==> config.mk <==
export PLATFORM = sky130hd
export DESIGN_NAME = neuron_mac_acc
export DESIGN_NICKNAME = d
export VERILOG_FILES = /design/src/rtl/neuron_mac_acc.sv
export SDC_FILE = /design/constraint.sdc
export NUM_CORES = 1
export LEC_CHECK = 0
export ABC_AREA = 1
export CAP_MARGIN = 30
export CORE_AREA = 10 10 202 204
export CTS_CLUSTER_DIAMETER = 80
export DETAILED_ROUTE_END_ITERATION = 7
export DIE_AREA = 0 0 212 214
export PLACE_DENSITY = 0.65
export SETUP_SLACK_MARGIN = 0.2
export SLEW_MARGIN = 20
export SYNTH_ARGS = -nofsm -noshare
export SYNTH_HDL_FRONTEND = slang
export SYNTH_SLANG_ARGS = --single-unit
==> constraint.sdc <==
create_clock -name clk -period 14.2 [get_ports clk]
set_input_delay 2.84 -clock clk [delete_from_list [all_inputs] [get_ports clk]]
set_output_delay 2.84 -clock clk [all_outputs]
set_load 0.01 [all_outputs]
==> src/rtl/neuron_mac_acc.sv <==
// Q-format multiply-accumulate neuron with bias add and saturation, feeding the sigmoid LUT.
// Optional MAC_ROUND_EN: round half up on each product instead of truncating toward -inf.
module neuron_mac_acc #(
    parameter  int DATA_W  = 16,
    parameter  int FRAC    = 9,
    parameter  int ACC_W   = 32,
    parameter  int MAX_LEN = 256,
    localparam int CNT_W   = $clog2(MAX_LEN + 1)
) (
    input  logic              clk,
    input  logic              rst,
    input  logic              in_valid,
    output logic              in_ready,
    input  logic [DATA_W-1:0] in_act,
    input  logic [DATA_W-1:0] in_wgt,
    input  logic              in_last,
    input  logic [DATA_W-1:0] in_bias,
    output logic              out_valid,
    input  logic              out_ready,
    output logic [DATA_W-1:0] out_x,
    output logic [CNT_W-1:0]  out_len,
    output logic              out_trunc
);

    typedef enum logic {
        S_ACC  = 1'b0,
        S_HOLD = 1'b1
    } state_t;

    localparam logic signed [ACC_W-1:0] SAT_MAX = ACC_W'((64'sd1 <<< (DATA_W - 1)) - 64'sd1);
    localparam logic signed [ACC_W-1:0] SAT_MIN = ~SAT_MAX;

    state_t                    r_state;
    state_t                    w_next_state;
    logic signed [ACC_W-1:0]   r_acc;
    logic [CNT_W-1:0]          r_cnt;
    logic [DATA_W-1:0]         r_out_x;
    logic [CNT_W-1:0]          r_out_len;
    logic                      r_out_trunc;

    logic signed [2*DATA_W-1:0] w_prod;
    logic signed [2*DATA_W-1:0] w_prod_adj;
    logic signed [2*DATA_W-1:0] w_shift;
    logic signed [ACC_W-1:0]    w_term;
    logic signed [ACC_W-1:0]    w_acc_next;
    logic signed [ACC_W-1:0]    w_sum;
    logic [DATA_W-1:0]          w_sat;
    logic [CNT_W-1:0]           w_cnt_inc;
    logic                       w_accept;
    logic                       w_terminate;

    // Handshake: a beat transfers on a rising edge where in_valid && in_ready;
    // a result transfers where out_valid && out_ready. Both readies/valids are
    // pure decodes of r_state, so neither side sees a combinational path.
    assign in_ready  = (r_state == S_ACC);
    assign out_valid = (r_state == S_HOLD);
    assign out_x     = r_out_x;
    assign out_len   = r_out_len;
    assign out_trunc = r_out_trunc;

    assign w_prod = $signed(in_act) * $signed(in_wgt);

`ifdef MAC_ROUND_EN
    localparam logic signed [2*DATA_W-1:0] RND_HALF = (2*DATA_W)'(64'sd1 <<< (FRAC - 1));
    assign w_prod_adj = w_prod + RND_HALF;
`else
    assign w_prod_adj = w_prod;
`endif

    assign w_shift     = w_prod_adj >>> FRAC;
    assign w_term      = ACC_W'(w_shift);
    assign w_acc_next  = r_acc + w_term;
    assign w_sum       = w_acc_next + ACC_W'($signed(in_bias));
    assign w_cnt_inc   = r_cnt + CNT_W'(1);
    assign w_accept    = in_valid && (r_state == S_ACC);
    assign w_terminate = w_accept && (in_last || (w_cnt_inc == CNT_W'(MAX_LEN)));

    always_comb begin
        w_sat = w_sum[DATA_W-1:0];
        if (w_sum > SAT_MAX) begin
            w_sat = SAT_MAX[DATA_W-1:0];
        end else if (w_sum < SAT_MIN) begin
            w_sat = SAT_MIN[DATA_W-1:0];
        end
    end

    always_comb begin
        w_next_state = r_state;
        case (r_state)
            S_ACC:   if (w_terminate) w_next_state = S_HOLD;
            S_HOLD:  if (out_ready)   w_next_state = S_ACC;
            default: w_next_state = S_ACC;
        endcase
    end

    always_ff @(posedge clk) begin
        if (rst) begin
            r_state     <= S_ACC;
            r_acc       <= '0;
            r_cnt       <= '0;
            r_out_x     <= '0;
            r_out_len   <= '0;
            r_out_trunc <= 1'b0;
        end else begin
            r_state <= w_next_state;
            if (w_terminate) begin
                r_out_x     <= w_sat;
                r_out_len   <= w_cnt_inc;
                r_out_trunc <= ~in_last;
                r_acc       <= '0;
                r_cnt       <= '0;
            end else if (w_accept) begin
                r_acc <= w_acc_next;
                r_cnt <= w_cnt_inc;
            end
        end
    end

endmodule

==> reports/qor.csv, run 1 <==
stage,metric,value,unit
global_routing,vias in the first global route,14232,
worst_setup_path,Worst Path Required,14.41,ns
logic_synthesis,post-synthesis sequential area ratio,0.0829,
logic_synthesis,Synth warnings,0,
drt,Routed Antenna Nets,0,
global_routing,grt met1 use,0.255,
floorplan,chip width,212,um
logic_synthesis,Post-Syn Nets,2731,
clock_tree,Max clock buf depth,2,
min_path,Hold WC Path Type,reg -> reg,
logic_synthesis,synthesized-area fraction occupied by adder cells,0.434,
clock_tree,CTS tree,yes,
timing,RSZ-0062 raised after global routing,false,
drt,Via Count,14022,
worst_setup_path,flop2flop setup slack,9.44,ns
drt,initial DRC count,962,
logic_synthesis,Synth Cell Area,16400,um^2
worst_setup_path,WP buf/inv,9,
worst_setup_path,CP peak stage delay,0.94,ns
drt,Routed WL,41900,um
finish,fillers,3719,
clock_tree,H-tree levels,3,
timing,Clock Skews,0.00696,ns
timing,Tcrit/Tclk final,0.916,
clock_tree,total clock sinks,68,
finish,post-layout net count,2760,
global_routing,initial antenna violation count,0,
clock_tree,Num CTS Buffers,9,
logic_synthesis,Simple-Gate Fraction of Synth Area,0.221,
placement,Port Buffers,80,
logic_synthesis,"Distinct cells, synth",43,
global_routing,first-pass GRT wire length,71600,um
logic_synthesis,post-synthesis xor/xnor area fraction,0.0379,
floorplan,starting density of the core,0.443,
logic_synthesis,post-synthesis cell count,2267,
global_routing,pin count of the biggest net entering global routing,49,
global_routing,met2 usage,0.323,
worst_setup_path,"CP delay by family, top",adder cells,
worst_setup_path,CP Class,in -> reg,
clock_tree,Post-CTS Setup Repair Bufs,0,
drt,DRC violations left,0,
worst_setup_path,"critical path fanouts, max",16,
drt,per-cell routed wire length,15.1,um
timing,Worst Tran Pin Value,0.830,ns
floorplan,# IOs,81,
logic_synthesis,"EDFF count, synth",0,
worst_setup_path,Startpoint Class,primary input,
drt,drt first pass iters,5,
placement,gpl congestion,0.958,
global_routing,busiest grt layer,met2,
status,status,"complete, no violations",
timing,max-slew violations,0,
logic_synthesis,Syn Area/Cell,7.24,um^2
placement,placed cell areas,17600,um^2
logic_synthesis,largest family of logic cells by synthesized area,adder cells,
drt,detailed-route vias per instance,5.05,
floorplan,Std-Cell Rows,71,
finish,diode count,0,
clock_tree,"Clk pin slew, worst setup/hold paths",0.06,ns
logic_synthesis,Main synth FF type,dfxtp_1,
clock_tree,clk_lat worst skew,0.34,ns
finish,design area,17900,um^2
flow_run,Max Cap Viol,0,
finish,area grow syn2layout,9.09,%
timing,endpoints failing hold,0,
timing,setup violators final,0,
floorplan,Die Span Y,214,um
worst_setup_path,crit end category,flop,
placement,DP HPWL,35800,um
clock_tree,CTS Hold Bufs,0,
global_routing,global route overflow,0,
timing,crit path time final,13.00,ns
global_routing,GRT Resource Usage Total,0.190,
finish,layout cells sized above 1,0.0413,
worst_setup_path,most frequent CP cell,nand2_1,
clock_tree,"Gates resized, CTS repair",0,
floorplan,core area,37000,um^2
worst_setup_path,crit path DAT,13.21,ns
global_routing,GRT met3 Usage,0.0216,
worst_setup_path,Critical-path top delay cell,clkdlybuf4s50_1,
logic_synthesis,async set-reset flop share out of synthesis,0,
timing,Slew Limit Headroom,0.445,
logic_synthesis,Synth Area in Compound Gates,0.0835,
timing,setup_tns,0,ns
clock_tree,Root Buffer,clkbuf_16,
logic_synthesis,mux cell area share after synthesis,0,
timing,fmax,0.0769,GHz
logic_synthesis,"FF+latch count, synth",68,
floorplan,die area,45400,um^2
==> routing by layer <==
metal | share of wire | wire length, um | up-vias
li1 | - | - | 6877
met1 | 0.45 | 18700 | 6756
met2 | 0.49 | 20700 | 349
met3 | 0.047 | 1980 | 40
met4 | 0.013 | 533 | 0
met5 | 0 | 0 | -
==> stage by stage <==
step | std cells | hold WS (ns) | worst slack [ns] | utilization
after floorplan | 2267 | 0.445 | 2.59 | -
after global placement | 2759 | 0.443 | 1.11 | 0.475
after detailed placement | 2759 | 0.447 | 0.918 | 0.475
after CTS | 2775 | 0.457 | 1.21 | 0.483
after global routing | 2775 | 0.475 | 0.260 | 0.483
final | 2775 | 0.453 | 1.20 | 0.483
==> flip-flops by register name, indices dropped and copies added, names as in the netlist <==
register	flops
out_valid	1
out_x	16
r_cnt	9
out_trunc	1
out_len	9
r_acc	32
==> cells by family (layout without fill, tap and decap cells) <==
group,count (synthesis),after routing
AO/OA/AOI/OAI,246,246
XOR/XNOR,71,71
adder cells (fa/ha/maj),411,411
buffers and inverters,611,645
flip-flops,68,68
AND/OR/NAND/NOR,860,860
==> final cells by class <==
| class | instances | area [um^2] | share of cell area |
|---|---|---|---|
| tap | 474 | 593 | 0.0331 |
| timing repair buffer | 92 | 891 | 0.0497 |
| multi-input combinational | 1588 | 12700 | 0.711 |
| clock buffer | 9 | 225 | 0.0126 |
| sequential | 68 | 1360 | 0.0760 |
| inverter | 537 | 2020 | 0.113 |
| clock inverter | 7 | 81.3 | 0.00454 |
==> cells in the final DEF, fill, tap and decap left out, types with 43 or more instances in the layout <==
master	count
nand2_1	561
inv_1	531
fa_1	263
ha_1	148
nor2_1	128
a21oi_1	111
clkdlybuf4s50_1	80
o21ai_0	78
nand3_1	77
dfxtp_1	68
xor2_1	43
==> synthesized netlist by cell type (all sizes together) (12+ instances only) <==
cell type | n | area, um^2
a21oi | 122 | 652
a31oi | 12 | 75.1
clkbuf | 71 | 267
dfxtp | 68 | 1360
fa | 263 | 5270
ha | 148 | 1850
inv | 537 | 2020
nand2 | 585 | 2270
nand3 | 83 | 445
nand4 | 21 | 138
nor2 | 135 | 524
nor3 | 14 | 100
o21ai | 80 | 400
xnor2 | 28 | 245
xor2 | 43 | 377
==> worst min-delay path, cell delays in order (launching register included) <==
cell and delay [ns]:
dfxtp_1 0.31, nand2_1 0.06, nand2_1 0.04
==> path summary, 6_finish.rpt <==
path	from	to	cells after the start
hold / removal	out_x[15]$_SDFFE_PP0P_	out_x[15]$_SDFFE_PP0P_	2
setup reg to reg	r_acc[3]$_SDFFE_PP0P_	out_x[4]$_SDFFE_PP0P_	23
setup / recovery	in_act[7]	out_x[4]$_SDFFE_PP0P_	55
hold reg to reg	out_x[15]$_SDFFE_PP0P_	out_x[15]$_SDFFE_PP0P_	2
Power of run 1 is left out: the tool's default activity adds up to more than one toggle a clock period on the data nets, which glitch-free logic cannot reach.
==> inputs of run 2 (changes only) <==
--- a/config.mk
+++ b/config.mk
@@ -5,12 +5,11 @@
 export SDC_FILE = /design/constraint.sdc
 export NUM_CORES = 1
 export LEC_CHECK = 0
-export ABC_AREA = 1
-export CAP_MARGIN = 30
-export CORE_AREA = 10 10 202 204
+export CORE_AREA = 10 10 195 197
 export CTS_CLUSTER_DIAMETER = 80
 export DETAILED_ROUTE_END_ITERATION = 7
-export DIE_AREA = 0 0 212 214
+export DIE_AREA = 0 0 205 207
+export HOLD_SLACK_MARGIN = 0.1
 export PLACE_DENSITY = 0.65
 export SETUP_SLACK_MARGIN = 0.2
 export SLEW_MARGIN = 20
==> reports/qor.csv, run 2 <==
stage,metric,value,unit
finish,layout cells sized above 1,0.0552,
logic_synthesis,top cell type's share of synthesized area,0.347,
drt,DRC violations left,0,
worst_setup_path,crit path DAT,13.76,ns
placement,gpl congestion,0.912,
timing,setup violators final,0,
drt,Via Count,11901,
logic_synthesis,Synth Cell Area,15200,um^2
worst_setup_path,RR Startpoint,r_acc[0]$_SDFFE_PP0P_,
worst_setup_path,Worst Path Required,14.43,ns
clock_tree,H-tree levels,3,
global_routing,initial antenna violation count,0,
drt,initial DRC count,582,
clock_tree,Root Buffer,clkbuf_16,
logic_synthesis,cell taking the most area after synthesis,fa_1,
worst_setup_path,crit end category,flop,
timing,fmax,0.0739,GHz
finish,diode count,0,
finish,"most common cell after layout, fill and taps aside",inv_1,
worst_setup_path,r2r worst-path depth,26,
logic_synthesis,top-count cell post-synth,inv_1,
global_routing,vias in the first global route,12164,
floorplan,# IOs,81,
clock_tree,CTS Hold Bufs,0,
logic_synthesis,Post-synth top cells,"inv_1, fa_1, nand2_1, ha_1, and2_1",
worst_setup_path,Startpoint Class,primary input,
min_path,Hold WC Path Type,reg -> reg,
global_routing,global route overflow,0,
timing,max-slew violations,0,
timing,Tcrit/Tclk final,0.953,
clock_tree,clk_lat worst skew,0.33,ns
worst_setup_path,most frequent CP cell,fa_1,
clock_tree,Num CTS Buffers,9,
clock_tree,Max clock buf depth,2,
floorplan,Die Span Y,207,um
timing,Worst Tran Pin Value,1.07,ns
finish,most frequent cells in the layout,"inv_1, fa_1, nand2_1",
drt,per-cell routed wire length,15.4,um
worst_setup_path,Critical-path top delay cell,clkdlybuf4s50_1,
timing,final worst setup slack,0.670,ns
finish,final design utilization,0.505,
timing,Slew Limit Headroom,0.282,
clock_tree,total clock sinks,68,
finish,area grow syn2layout,13.6,%
status,status,"complete, no violations",
logic_synthesis,Main synth FF type,dfxtp_1,
logic_synthesis,async set-reset flop share out of synthesis,0,
floorplan,Std-Cell Rows,68,
clock_tree,"Clk pin slew, worst setup/hold paths",0.06,ns
floorplan,core area,34100,um^2
timing,Clock Skews,0.00770,ns
worst_setup_path,flop2flop setup slack,7.85,ns
logic_synthesis,top post-synthesis cells by area,"fa_1, ha_1, dfxtp_1, inv_1, nand2_1",
floorplan,starting density of the core,0.445,
clock_tree,CTS tree,yes,
logic_synthesis,"Distinct cells, synth",55,
global_routing,GRT Resource Usage Total,0.169,
min_path,HP Start,out_len[1]$_SDFFE_PP0P_,
finish,max reg flops,32,
drt,Routed WL,35900,um
min_path,Hold Path Sink,out_len[1]$_SDFFE_PP0P_,
drt,Routed Antenna Nets,0,
logic_synthesis,"FF+latch count, synth",68,
logic_synthesis,Syn Area/Cell,8.53,um^2
logic_synthesis,post-synthesis sequential area ratio,0.0898,
floorplan,die area,42400,um^2
finish,post-layout net count,2326,
timing,endpoints failing hold,0,
logic_synthesis,Synth warnings,0,
worst_setup_path,crit path launch,in_act[13],
placement,DP HPWL,30100,um
timing,setup_tns,0,ns
worst_setup_path,"critical path fanouts, max",11,
global_routing,pin count of the biggest net entering global routing,45,
logic_synthesis,"EDFF count, synth",0,
finish,Top reg by flops,r_acc,
drt,drt first pass iters,5,
worst_setup_path,CP Class,in -> reg,
timing,RSZ-0062 raised after global routing,false,
timing,crit path time final,13.53,ns
global_routing,first-pass GRT wire length,59800,um
placement,Port Buffers,80,
floorplan,chip width,205,um
drt,detailed-route vias per instance,5.13,
logic_synthesis,Post-Syn Nets,2241,
placement,pre-CTS setup slack,-0.0869,ns
min_path,hold path depth,2,
worst_setup_path,Crit Reg-Reg Endpoint,out_x[4]$_SDFFE_PP0P_,
logic_synthesis,post-synthesis cell count,1777,
flow_run,Max Cap Viol,0,
timing,WHS,0.452,ns
worst_setup_path,CP peak stage delay,0.65,ns
-- run 2: repair_timing --
| action | 4_1_cts | 5_1_grt |
|---|---|---|
| resized for setup | 2 | 51 |
| pin swaps | 0 | 15 |
| setup endpoints to repair | 1 | 16 |
| cloned | 0 | 1 |
| buffers inserted | 0 | 7 |
-- run 2: cells by family after synthesis --
group,Yosys count,synth area share
mux,1,0.000660
xor+xnor,105,0.0616
buf+inv,383,0.0957
compound gates,283,0.119
flops,68,0.0898
simple gates,526,0.164
fa+ha+maj,411,0.469
-- run 2: worst max-delay path, delay by kind of cell --
family | cells | cell delay [ns]
xor+xnor | 3 | 0.43
fa+ha+maj | 9 | 3.98
compound gates | 13 | 2.44
buf+inv | 6 | 1.31
simple gates | 16 | 2.74
-- run 2: metal layers --
| metal | up-vias | track usage | wire length, um |
|---|---|---|---|
| met5 | - | 0 | 0 |
| met4 | 0 | 0.0427 | 784 |
| met2 | 158 | 0.305 | 19100 |
| li1 | 5763 | - | - |
| met1 | 5932 | 0.210 | 15100 |
| met3 | 48 | 0.0156 | 815 |
-- run 2: worst max-delay path by stage --
stage | end | slack (ns) | cells past startpoint
floorplan | out_x[7]$_SDFFE_PP0P_ | 1.23 | 46
global placement | out_x[4]$_SDFFE_PP0P_ | 0.23 | 48
detailed placement | out_x[4]$_SDFFE_PP0P_ | -0.09 | 48
CTS | out_x[10]$_SDFFE_PP0P_ | 0.21 | 48
global route | out_x[10]$_SDFFE_PP0P_ | 0.11 | 47
finish | out_x[4]$_SDFFE_PP0P_ | 0.67 | 47
-- run 2: layout make-up --
cell class                 count  area [um^2]
clock buffer                  13          270
multi-input combinational   1326        12500
fill                        3200        16900
clock inverter                 3         67.6
inverter                     323         1210
tap                          455          569
timing repair buffer         134         1260
sequential                    68         1360
-- run 2: metrics by stage --
stage,instance area [um^2],instances
6_report,17200,2322
5_1_grt,17200,2322
4_1_cts,17000,2314
3_5_place_dp,16600,2298
3_3_place_gp,16600,2298
2_1_floorplan,15200,1777
Power of run 2 is left out for the same reason.
==> inputs of run 3 (changes only) <==
--- a/config.mk
+++ b/config.mk
@@ -5,10 +5,10 @@
 export SDC_FILE = /design/constraint.sdc
 export NUM_CORES = 1
 export LEC_CHECK = 0
-export CORE_AREA = 10 10 195 197
+export CORE_AREA = 2 2 187 189
 export CTS_CLUSTER_DIAMETER = 80
 export DETAILED_ROUTE_END_ITERATION = 7
-export DIE_AREA = 0 0 205 207
+export DIE_AREA = 0 0 189 191
 export HOLD_SLACK_MARGIN = 0.1
 export PLACE_DENSITY = 0.65
 export SETUP_SLACK_MARGIN = 0.2
==> reports/qor.csv, run 3 (synthesis gave the netlist of run 2 again) <==
stage,metric,value,unit
clock_tree,clk_lat worst skew,0.35,ns
placement,Placed Cells incl. Taps,2296,
finish,Non-Filler Instances,2321,
floorplan,starting density of the core,0.445,
worst_setup_path,crit end category,flop,
worst_setup_path,Worst Path Required,14.43,ns
flow_run,Max Cap Viol,0,
timing,Slew Limit Headroom,0.300,
timing,crit path time final,13.45,ns
finish,"most common cell after layout, fill and taps aside",inv_1,
clock_tree,"Clk pin slew, worst setup/hold paths",0.06,ns
clock_tree,Root Buffer,clkbuf_16,
worst_setup_path,"CP delay by family, top",adder cells,
drt,DRC violations left,0,
finish,diode count,0,
floorplan,# IOs,81,
drt,per-cell routed wire length,15.1,um
worst_setup_path,crit path DAT,13.68,ns
global_routing,global route overflow,0,
drt,Routed WL,35100,um
timing,max-slew violations,0,
placement,DP HPWL,29500,um
timing,setup violators final,0,
drt,Via Count,12045,
clock_tree,total clock sinks,68,
global_routing,initial antenna violation count,0,
global_routing,GRT Resource Usage Total,0.203,
floorplan,Die Span Y,191,um
global_routing,vias in the first global route,12643,
finish,most frequent cells in the layout,"inv_1, fa_1, nand2_1",
timing,Worst Tran Pin Value,1.05,ns
global_routing,pin count of the biggest net entering global routing,45,
status,status,"complete, no violations",
worst_setup_path,most frequent CP cell,fa_1,
floorplan,die area,36100,um^2
finish,post-layout net count,2325,
timing,fmax,0.0744,GHz
timing,endpoints failing hold,0,
finish,layout cells sized above 1,0.0547,
finish,max reg flops,32,
floorplan,Std-Cell Rows,68,
worst_setup_path,WP buf/inv,7,
floorplan,chip width,189,um
drt,detailed-route vias per instance,5.19,
placement,Port Buffers,80,
drt,Routed Antenna Nets,0,
finish,area grow syn2layout,13.3,%
clock_tree,H-tree levels,3,
finish,fillers,3204,
timing,RSZ-0062 raised after global routing,false,
floorplan,core area,34100,um^2
clock_tree,Max clock buf depth,2,
min_path,Hold WC Path Type,reg -> reg,
worst_setup_path,CP Class,in -> reg,
clock_tree,CTS tree,yes,
worst_setup_path,CP peak stage delay,0.59,ns
finish,Top reg by flops,r_acc,
clock_tree,CTS Hold Bufs,0,
global_routing,first-pass GRT wire length,59900,um
timing,Clock Skews,0.00717,ns
worst_setup_path,"critical path fanouts, max",8,
timing,WHS,0.453,ns
drt,initial DRC count,525,
timing,Tcrit/Tclk final,0.947,
placement,gpl congestion,0.850,
worst_setup_path,Critical-path top delay cell,clkdlybuf4s50_1,
clock_tree,Num CTS Buffers,9,
drt,drt first pass iters,5,
worst_setup_path,Startpoint Class,primary input,
==> run 3: cell types whose count changed in the layout (fill, tap and decap cells not counted), sizes merged <==
cell,delta
dlygate4sd2,+4
clkdlybuf4s15,+1
buf,-1
clkbuf,+2
dlymetal6s2s,-2
clkinv,+1
clkdlybuf4s50,-5
bufinv,-1
==> run 3: timing repair <==
item,CTS,global route
setup endpoints to repair,14,16
gates cloned,0,1
buffers inserted,0,8
endpoints found under the hold margin,0,0
pin swaps,0,11
gates resized for setup,9,48
==> run 3: stage by stage <==
stage	area [um^2]	setup WS, ns	setup TNS (ns)	utilization
floorplan	15200	1.23	0	-
detailed placement	16600	-0.219	-2.53	0.488
finish	17200	0.754	0	0.503
global route	17200	0.179	0	0.503
CTS	17000	0.216	0	0.497
global placement	16600	0.0319	0	0.488
==> run 3: final cells by class <==
class | count | area [um^2] | share of cell area
timing repair buffer | 133 | 1240 | 0.0723
clock inverter | 3 | 42.5 | 0.00248
inverter | 323 | 1210 | 0.0706
sequential | 68 | 1360 | 0.0793
clock buffer | 13 | 280 | 0.0163
multi-input combinational | 1326 | 12500 | 0.726
tap | 455 | 569 | 0.0331
==> run 3: worst reg2reg max path: cells and delay by family (launching register included) <==
kind,cells,cell delay (ns)
AO/OA/AOI/OAI,12,2.47
AND/OR/NAND/NOR,7,1.75
adder cells (fa/ha/maj),3,1.01
XOR/XNOR,2,0.34
flip-flops,1,0.33
buffers and inverters,2,0.25
==> run 3: routing by layer <==
| layer | GRT usage | wire length (um) | vias to the layer above |
|---|---|---|---|
| met5 | 0 | 0 | - |
| met1 | 0.246 | 14600 | 6022 |
| met2 | 0.375 | 18600 | 191 |
| met4 | 0.0658 | 912 | 0 |
| li1 | - | - | 5776 |
| met3 | 0.0229 | 932 | 56 |
==> run 3: path summary, 6_finish.rpt <==
kind / cells after the start / slack (ns) / to / startpoint
max: 48 / 0.75 / out_x[4]$_SDFFE_PP0P_ / in_wgt[12]
min: 2 / 0.45 / out_len[1]$_SDFFE_PP0P_ / out_len[1]$_SDFFE_PP0P_
max reg2reg: 26 / 7.95 / out_x[4]$_SDFFE_PP0P_ / r_acc[0]$_SDFFE_PP0P_
min reg2reg: 2 / 0.45 / out_len[1]$_SDFFE_PP0P_ / out_len[1]$_SDFFE_PP0P_
Power of run 3 is left out for the same reason.
